**src/rtl/lms_fifo_sequencer.sv**
```systemverilog
// lms_fifo_sequencer: moves one sample ADC FIFO -> LMS core -> DAC FIFO, with timeout/stall/sample status.
module lms_fifo_sequencer #(
  parameter int DATA_W      = 32,
  parameter int CNT_W       = 16,
  parameter int TIMEOUT_CYC = 1023
) (
  input  logic              clk,
  input  logic              rst,
  input  logic              enable,
  input  logic              clr_status,
  input  logic              adcfifo_empty,
  output logic              adcfifo_read,
  input  logic [DATA_W-1:0] adcfifo_readdata,
  output logic              lms_start,
  output logic [DATA_W/2-1:0] lms_ref,
  output logic [DATA_W/2-1:0] lms_pri,
  input  logic              lms_done,
  input  logic [DATA_W/2-1:0] lms_err,
  input  logic              dacfifo_full,
  output logic              dacfifo_write,
  output logic [DATA_W-1:0] dacfifo_writedata,
  output logic              busy,
  output logic              timeout_err,
  output logic [CNT_W-1:0]  sample_count,
  output logic [CNT_W-1:0]  stall_count
);
  localparam int H  = DATA_W / 2;
  localparam int TW = $clog2(TIMEOUT_CYC + 1);
  typedef enum logic [2:0] {IDLE, RD, CAP, START, WAIT, WR} state_e;
  state_e state_q, state_d;
  logic [TW-1:0] wait_q, wait_d;
  logic [H-1:0] ref_q, ref_d, pri_q, pri_d, err_q, err_d;
  logic [DATA_W-1:0] wdata_q, wdata_d;
  logic read_q, read_d, start_q, start_d, write_q, write_d, tout_q, tout_d;
  logic [CNT_W-1:0] scnt_q, scnt_d, stall_q, stall_d;
  always_comb begin
    state_d = state_q;
    wait_d  = wait_q;
    ref_d   = ref_q;
    pri_d   = pri_q;
    err_d   = err_q;
    wdata_d = wdata_q;
    write_d = 1'b0;
    tout_d  = tout_q;
    scnt_d  = scnt_q;
    stall_d = stall_q;
    case (state_q)
      IDLE:  state_d = (enable && !adcfifo_empty) ? RD : IDLE;
      RD:    state_d = CAP;
      CAP: begin
        {ref_d, pri_d} = adcfifo_readdata;
        state_d = START;
      end
      START: begin
        wait_d  = '0;
        state_d = WAIT;
      end
      WAIT: begin
        // done takes precedence over a timeout landing in the same cycle
        if (lms_done) begin
          err_d   = lms_err;
          state_d = WR;
        end else begin
          wait_d = wait_q + 1'b1;
          if (wait_d == TW'(TIMEOUT_CYC)) begin
            tout_d  = 1'b1;
            state_d = IDLE;
          end
        end
      end
      WR: begin
        if (!dacfifo_full) begin
          write_d = 1'b1;
          wdata_d = {err_q, pri_q};
          scnt_d  = scnt_q + 1'b1;
          state_d = IDLE;
        end else begin
          stall_d = (stall_q == '1) ? stall_q : stall_q + 1'b1;
        end
      end
      default: state_d = IDLE;
    endcase
    if (clr_status) begin
      tout_d  = 1'b0;
      stall_d = '0;
    end
    read_d  = (state_d == RD);
    start_d = (state_d == START);
  end
  always_ff @(posedge clk) begin
    if (rst) begin
      state_q <= IDLE;
      wait_q  <= '0;
      ref_q   <= '0;
      pri_q   <= '0;
      err_q   <= '0;
      wdata_q <= '0;
      read_q  <= 1'b0;
      start_q <= 1'b0;
      write_q <= 1'b0;
      tout_q  <= 1'b0;
      scnt_q  <= '0;
      stall_q <= '0;
    end else begin
      state_q <= state_d;
      wait_q  <= wait_d;
      ref_q   <= ref_d;
      pri_q   <= pri_d;
      err_q   <= err_d;
      wdata_q <= wdata_d;
      read_q  <= read_d;
      start_q <= start_d;
      write_q <= write_d;
      tout_q  <= tout_d;
      scnt_q  <= scnt_d;
      stall_q <= stall_d;
    end
  end
  assign adcfifo_read      = read_q;
  assign lms_start         = start_q;
  assign lms_ref           = ref_q;
  assign lms_pri           = pri_q;
  assign dacfifo_write     = write_q;
  assign dacfifo_writedata = wdata_q;
  assign busy              = (state_q != IDLE);
  assign timeout_err       = tout_q;
  assign sample_count      = scnt_q;
  assign stall_count       = stall_q;
endmodule

```
**config.mk**
```make
export PLATFORM = sky130hd
export DESIGN_NAME = lms_fifo_sequencer
export DESIGN_NICKNAME = d
export VERILOG_FILES = /design/src/rtl/lms_fifo_sequencer.sv
export SDC_FILE = /design/constraint.sdc
export NUM_CORES = 1
export LEC_CHECK = 0
export CORE_ASPECT_RATIO = 0.6
export CORE_UTILIZATION = 42
export DETAILED_ROUTE_END_ITERATION = 8
export PLACE_DENSITY = 0.76
export SYNTH_ARGS = -nofsm -noshare
export SYNTH_HDL_FRONTEND = slang
export SYNTH_SLANG_ARGS = --single-unit
export TNS_END_PERCENT = 100
```
**constraint.sdc**
```tcl
create_clock -name clk -period 1.82 [get_ports clk]
set_input_delay 0.364 -clock clk [delete_from_list [all_inputs] [get_ports clk]]
set_output_delay 0.364 -clock clk [all_outputs]
set_load 0.02 [all_outputs]
```
==> flow_summary.toml <==
[timing]
slew_headroom_pct = 60.0
finalClockSkew_ns = 0.00672
period_share_pct = 99.4
number_of_setup_violations_in_the_final_report = 0
finalHoldWorstSlack_ns = 0.407
drv_slew = 0
grt_setup_unrepaired = "true"
setup-tns-final_ns = 0
max_freq_mhz = 553
worst-slew-pin-transition_ns = 0.600
fin_hold_viols = 0
final.min_clock_period_ns = 1.81

[power]
peakVddDrop_v = 0.000651
combinationalPowerShare_pct = 8.1
proportion_of_power_drawn_by_the_clock_network_pct = 50.6
total_leakage_power_uw = 0.00306
p_per_cell_area_nw_per_um2 = 887
switching_portion_of_total_power_pct = 22.4
internal_power_uw = 5490
sw_power_uw = 1590
power.share.sequential_pct = 41.3

[drt]
final_routed_wirelength_across_all_metal_layers_um = 14900
via_per_inst = 5.13
route.detailed.wl_per_inst_um = 14.7
dr_total_vias = 5185
first_pass_iters = 5
drt_first_iter_violations = 355
drtAntennaViolNets = 0
drt_drc_violations_left = 0

[floorplan]
die_w_um = 145
start_util_pct = 44.5
boundaryPins = 156
die_h_um = 88.0
fp-row-count = 30
design.die.area_um2 = 12800
placeable_area_um2 = 11600

[synth]
yosys.area_share.xor_xnor_pct = 4.73
sequential_element_share_of_the_synthesized_area_pct = 49.8
post_synth_edffs = 0
synth.avg_cell_area_um2 = 8.06
synth_fa_ha_area_share_pct = 0.966
post_synth_main_area_contributors = "sky130_fd_sc_hd__dfxtp_1 (50%), sky130_fd_sc_hd__nand2_1 (13%), sky130_fd_sc_hd__a21oi_1 (9.0%), sky130_fd_sc_hd__nor2_1 (3.6%), sky130_fd_sc_hd__xor2_1 (2.9%)"
synth_top_family_by_area = "simple AND/OR/NAND/NOR gates"
syn_nets = 702
synth_cell_types = 50
post_synth_and_or_nand_nor_area_fraction_pct = 27.9
synth_seq_cells = 129
synth-main-ff-cell = "sky130_fd_sc_hd__dfxtp_1"
post-synth-top-area-fraction_pct = 49.8
synth-warning-count = 0
synthArstFlopShare_pct = 0
synth.cell_area_um2 = 5180
synth_commonest_cells = "sky130_fd_sc_hd__nand2_1 (182), sky130_fd_sc_hd__dfxtp_1 (129), sky130_fd_sc_hd__a21oi_1 (93), sky130_fd_sc_hd__nor2_1 (50), sky130_fd_sc_hd__clkbuf_1 (29)"
post-synth-top-count-cell = "sky130_fd_sc_hd__nand2_1"
synth_area_leader_cell = "sky130_fd_sc_hd__dfxtp_1"
synthesis.instances = 643
synth-compound-area-share_pct = 12.7
synth_mux_area_share_pct = 0.193

[hold_path]
timing.hold.worst.class = "input port to flip-flop"
holdPathStages = 4
hold_path_end = "stall_count[4]"
timing.hold.worst.start = "rst"

[worst_setup_path]
critical-path-top-delay-family = "simple AND/OR/NAND/NOR gates"
crit_path_max_incr_delay_ns = 0.61
timing.critical_path.fanout_max = 4
cp_data_arrival_time_ns = 2.10
worstPathRequired_ns = 2.11
endpoint_class_of_the_critical_path = "flip-flop"
cell_by_cell_trace_of_the_critical_path = "nand4_1 > or4_4 > o21ai_4 > buf_6 > xor2_1 > nor2_1"
timing.critical_path.buf_inv = 1
r2r_slack_ns = 0.01
rr_endpoint = "stall_count[0]"
worst_setup_path_start_kind = "flip-flop"
worst_path_max_delay_cell = "sky130_fd_sc_hd__or4_4"
timing.setup.critical_path_class = "flip-flop to flip-flop"
reg2reg_depth = 6
critical_path.reg2reg.startpoint = "stall_count[15]"

[job]
max_cap_viol_count = 0

[placement]
portBuffers = 155
place_area_um2 = 7250
place_congestion = 0.867
dp_hpwl_um = 10500
dp.cells = 974

[cells_and_area]
layout-area-overhead-vs-synth_pct = 53.9
final_cells = 1010
design.final.nets = 897
antenna_diodes = 0
drive_above_1_share_pct = 14.9
fin_area_um2 = 7970

[global_routing]
first_global_vias = 4817
grt_pass1_wl_um = 23800
initial_antenna_violation_count = 0
grt_use_total_pct = 23.5
grt_remaining_overflow = 0
grt_start_max_net_pins = 62

[clock_tree]
numCtsBuffers = 17
htreeDepth = 4
worst_skew_pair.late_latency_ns = 0.41
clock_tree.buffer_depth = 2
ctsRootBufferMaster = "sky130_fd_sc_hd__clkbuf_16"
path_clk_slew_ns = 0.06
tritoncts_clock_tree = "done"
cts_num_sinks = 129
post_cts_hold_buffer_count = 0

[outcome]
status = "complete, no violations"
==> cell usage in the layout (no fill, tap or decap), types with 3 or more instances in the layout <==
cell type                         instances
sky130_fd_sc_hd__nor2_1                  49
sky130_fd_sc_hd__nand2_1                182
sky130_fd_sc_hd__dfxtp_4                  3
sky130_fd_sc_hd__nand4_1                  8
sky130_fd_sc_hd__a211oi_1                 3
sky130_fd_sc_hd__buf_4                   59
sky130_fd_sc_hd__buf_12                   3
sky130_fd_sc_hd__bufinv_16                4
sky130_fd_sc_hd__dfxtp_1                121
sky130_fd_sc_hd__dlygate4sd2_1           24
sky130_fd_sc_hd__nand3_1                 17
sky130_fd_sc_hd__o211ai_1                 3
sky130_fd_sc_hd__a31oi_1                  3
sky130_fd_sc_hd__or3_1                    3
sky130_fd_sc_hd__clkdlybuf4s50_1        124
sky130_fd_sc_hd__or4_1                    3
sky130_fd_sc_hd__o21ai_0                  9
sky130_fd_sc_hd__nand3b_1                 4
sky130_fd_sc_hd__clkbuf_16               17
sky130_fd_sc_hd__nor3_1                   8
sky130_fd_sc_hd__a21oi_1                 93
sky130_fd_sc_hd__dlymetal6s2s_1           5
sky130_fd_sc_hd__inv_1                    5
sky130_fd_sc_hd__xnor2_1                 11
sky130_fd_sc_hd__xor2_1                  17
sky130_fd_sc_hd__and4_1                   4
sky130_fd_sc_hd__and3_1                   7
sky130_fd_sc_hd__dfxtp_2                  5
==> tightest hold or removal path: stages <==
cell and delay (ns):
sky130_fd_sc_hd__buf_4 0.10, sky130_fd_sc_hd__or2_2 0.15, sky130_fd_sc_hd__or4_1 0.12, sky130_fd_sc_hd__nand2_1 0.04
==> what timing repair did <==
item	in CTS	in global routing
buffers inserted	1	4
pin swaps	2	8
endpoints found under the setup margin	31	24
gates cloned	0	0
resized for setup	34	20
==> area by class of cell <==
class | count | area [um^2]
Sequential cell | 129 | 2600
Multi-Input combinational cell | 468 | 2500
Tap cell | 160 | 200
Clock buffer | 19 | 443
Inverter | 5 | 18.8
Timing Repair Buffer | 217 | 2030
Fill cell | 931 | 3660
Clock inverter | 12 | 181
==> state kept, by name (all words and copies together), names as in the netlist, 3 cells and up <==
signal / count
sample_count: 16
stall_count: 16
lms_pri: 16
err_q: 16
dacfifo_writedata: 32
wait_q: 10
state_q: 3
lms_ref: 16
==> through the flow <==
stage,setup slack (ns),total power (uW),util (%)
2_1_floorplan,0.00414,3230,-
3_3_place_gp,-0.346,3540,62.3
4_1_cts,0.00113,7140,67.7
6_report,0.0107,7080,68.5
5_1_grt,-0.0465,7320,68.5
3_5_place_dp,-0.399,3560,62.3
==> cells by family after synthesis <==
family	after synthesis
simple gates	315
xor+xnor	28
buf+inv	46
fa+ha+maj	4
mux	1
compound gates	120
flops	129
==> power by group through the flow <==
stage          Clock [uW]  Sequential (uW)  Combinational, uW
2_1_floorplan           0             3030                203
3_3_place_gp            0             2980                565
3_5_place_dp            0             2980                575
4_1_cts              3640             2920                577
5_1_grt              3780             2920                615
6_report             3580             2920                573
==> routing by layer <==
metal,track usage (%),share of wire [%],vias up
met5,0,0,-
met4,8.33,1.1,0
met3,5.99,5.4,17
met2,39.2,48,160
met1,29.9,46,2454
li1,-,-,2554
==> how the worst max path moves through the flow <==
stage | start | endpoint | slack [ns] | cells after the start
floorplan | stall_count[10] | stall_count[7] | 0.004 | 6
global placement | dacfifo_full | sample_count[6] | -0.35 | 7
detailed placement | dacfifo_full | sample_count[15] | -0.40 | 7
CTS | state_q[1] | busy | 0.001 | 2
global route | stall_count[15] | stall_count[0] | -0.05 | 6
finish | stall_count[15] | stall_count[0] | 0.01 | 6
Power figures use the tool's default switching activity.
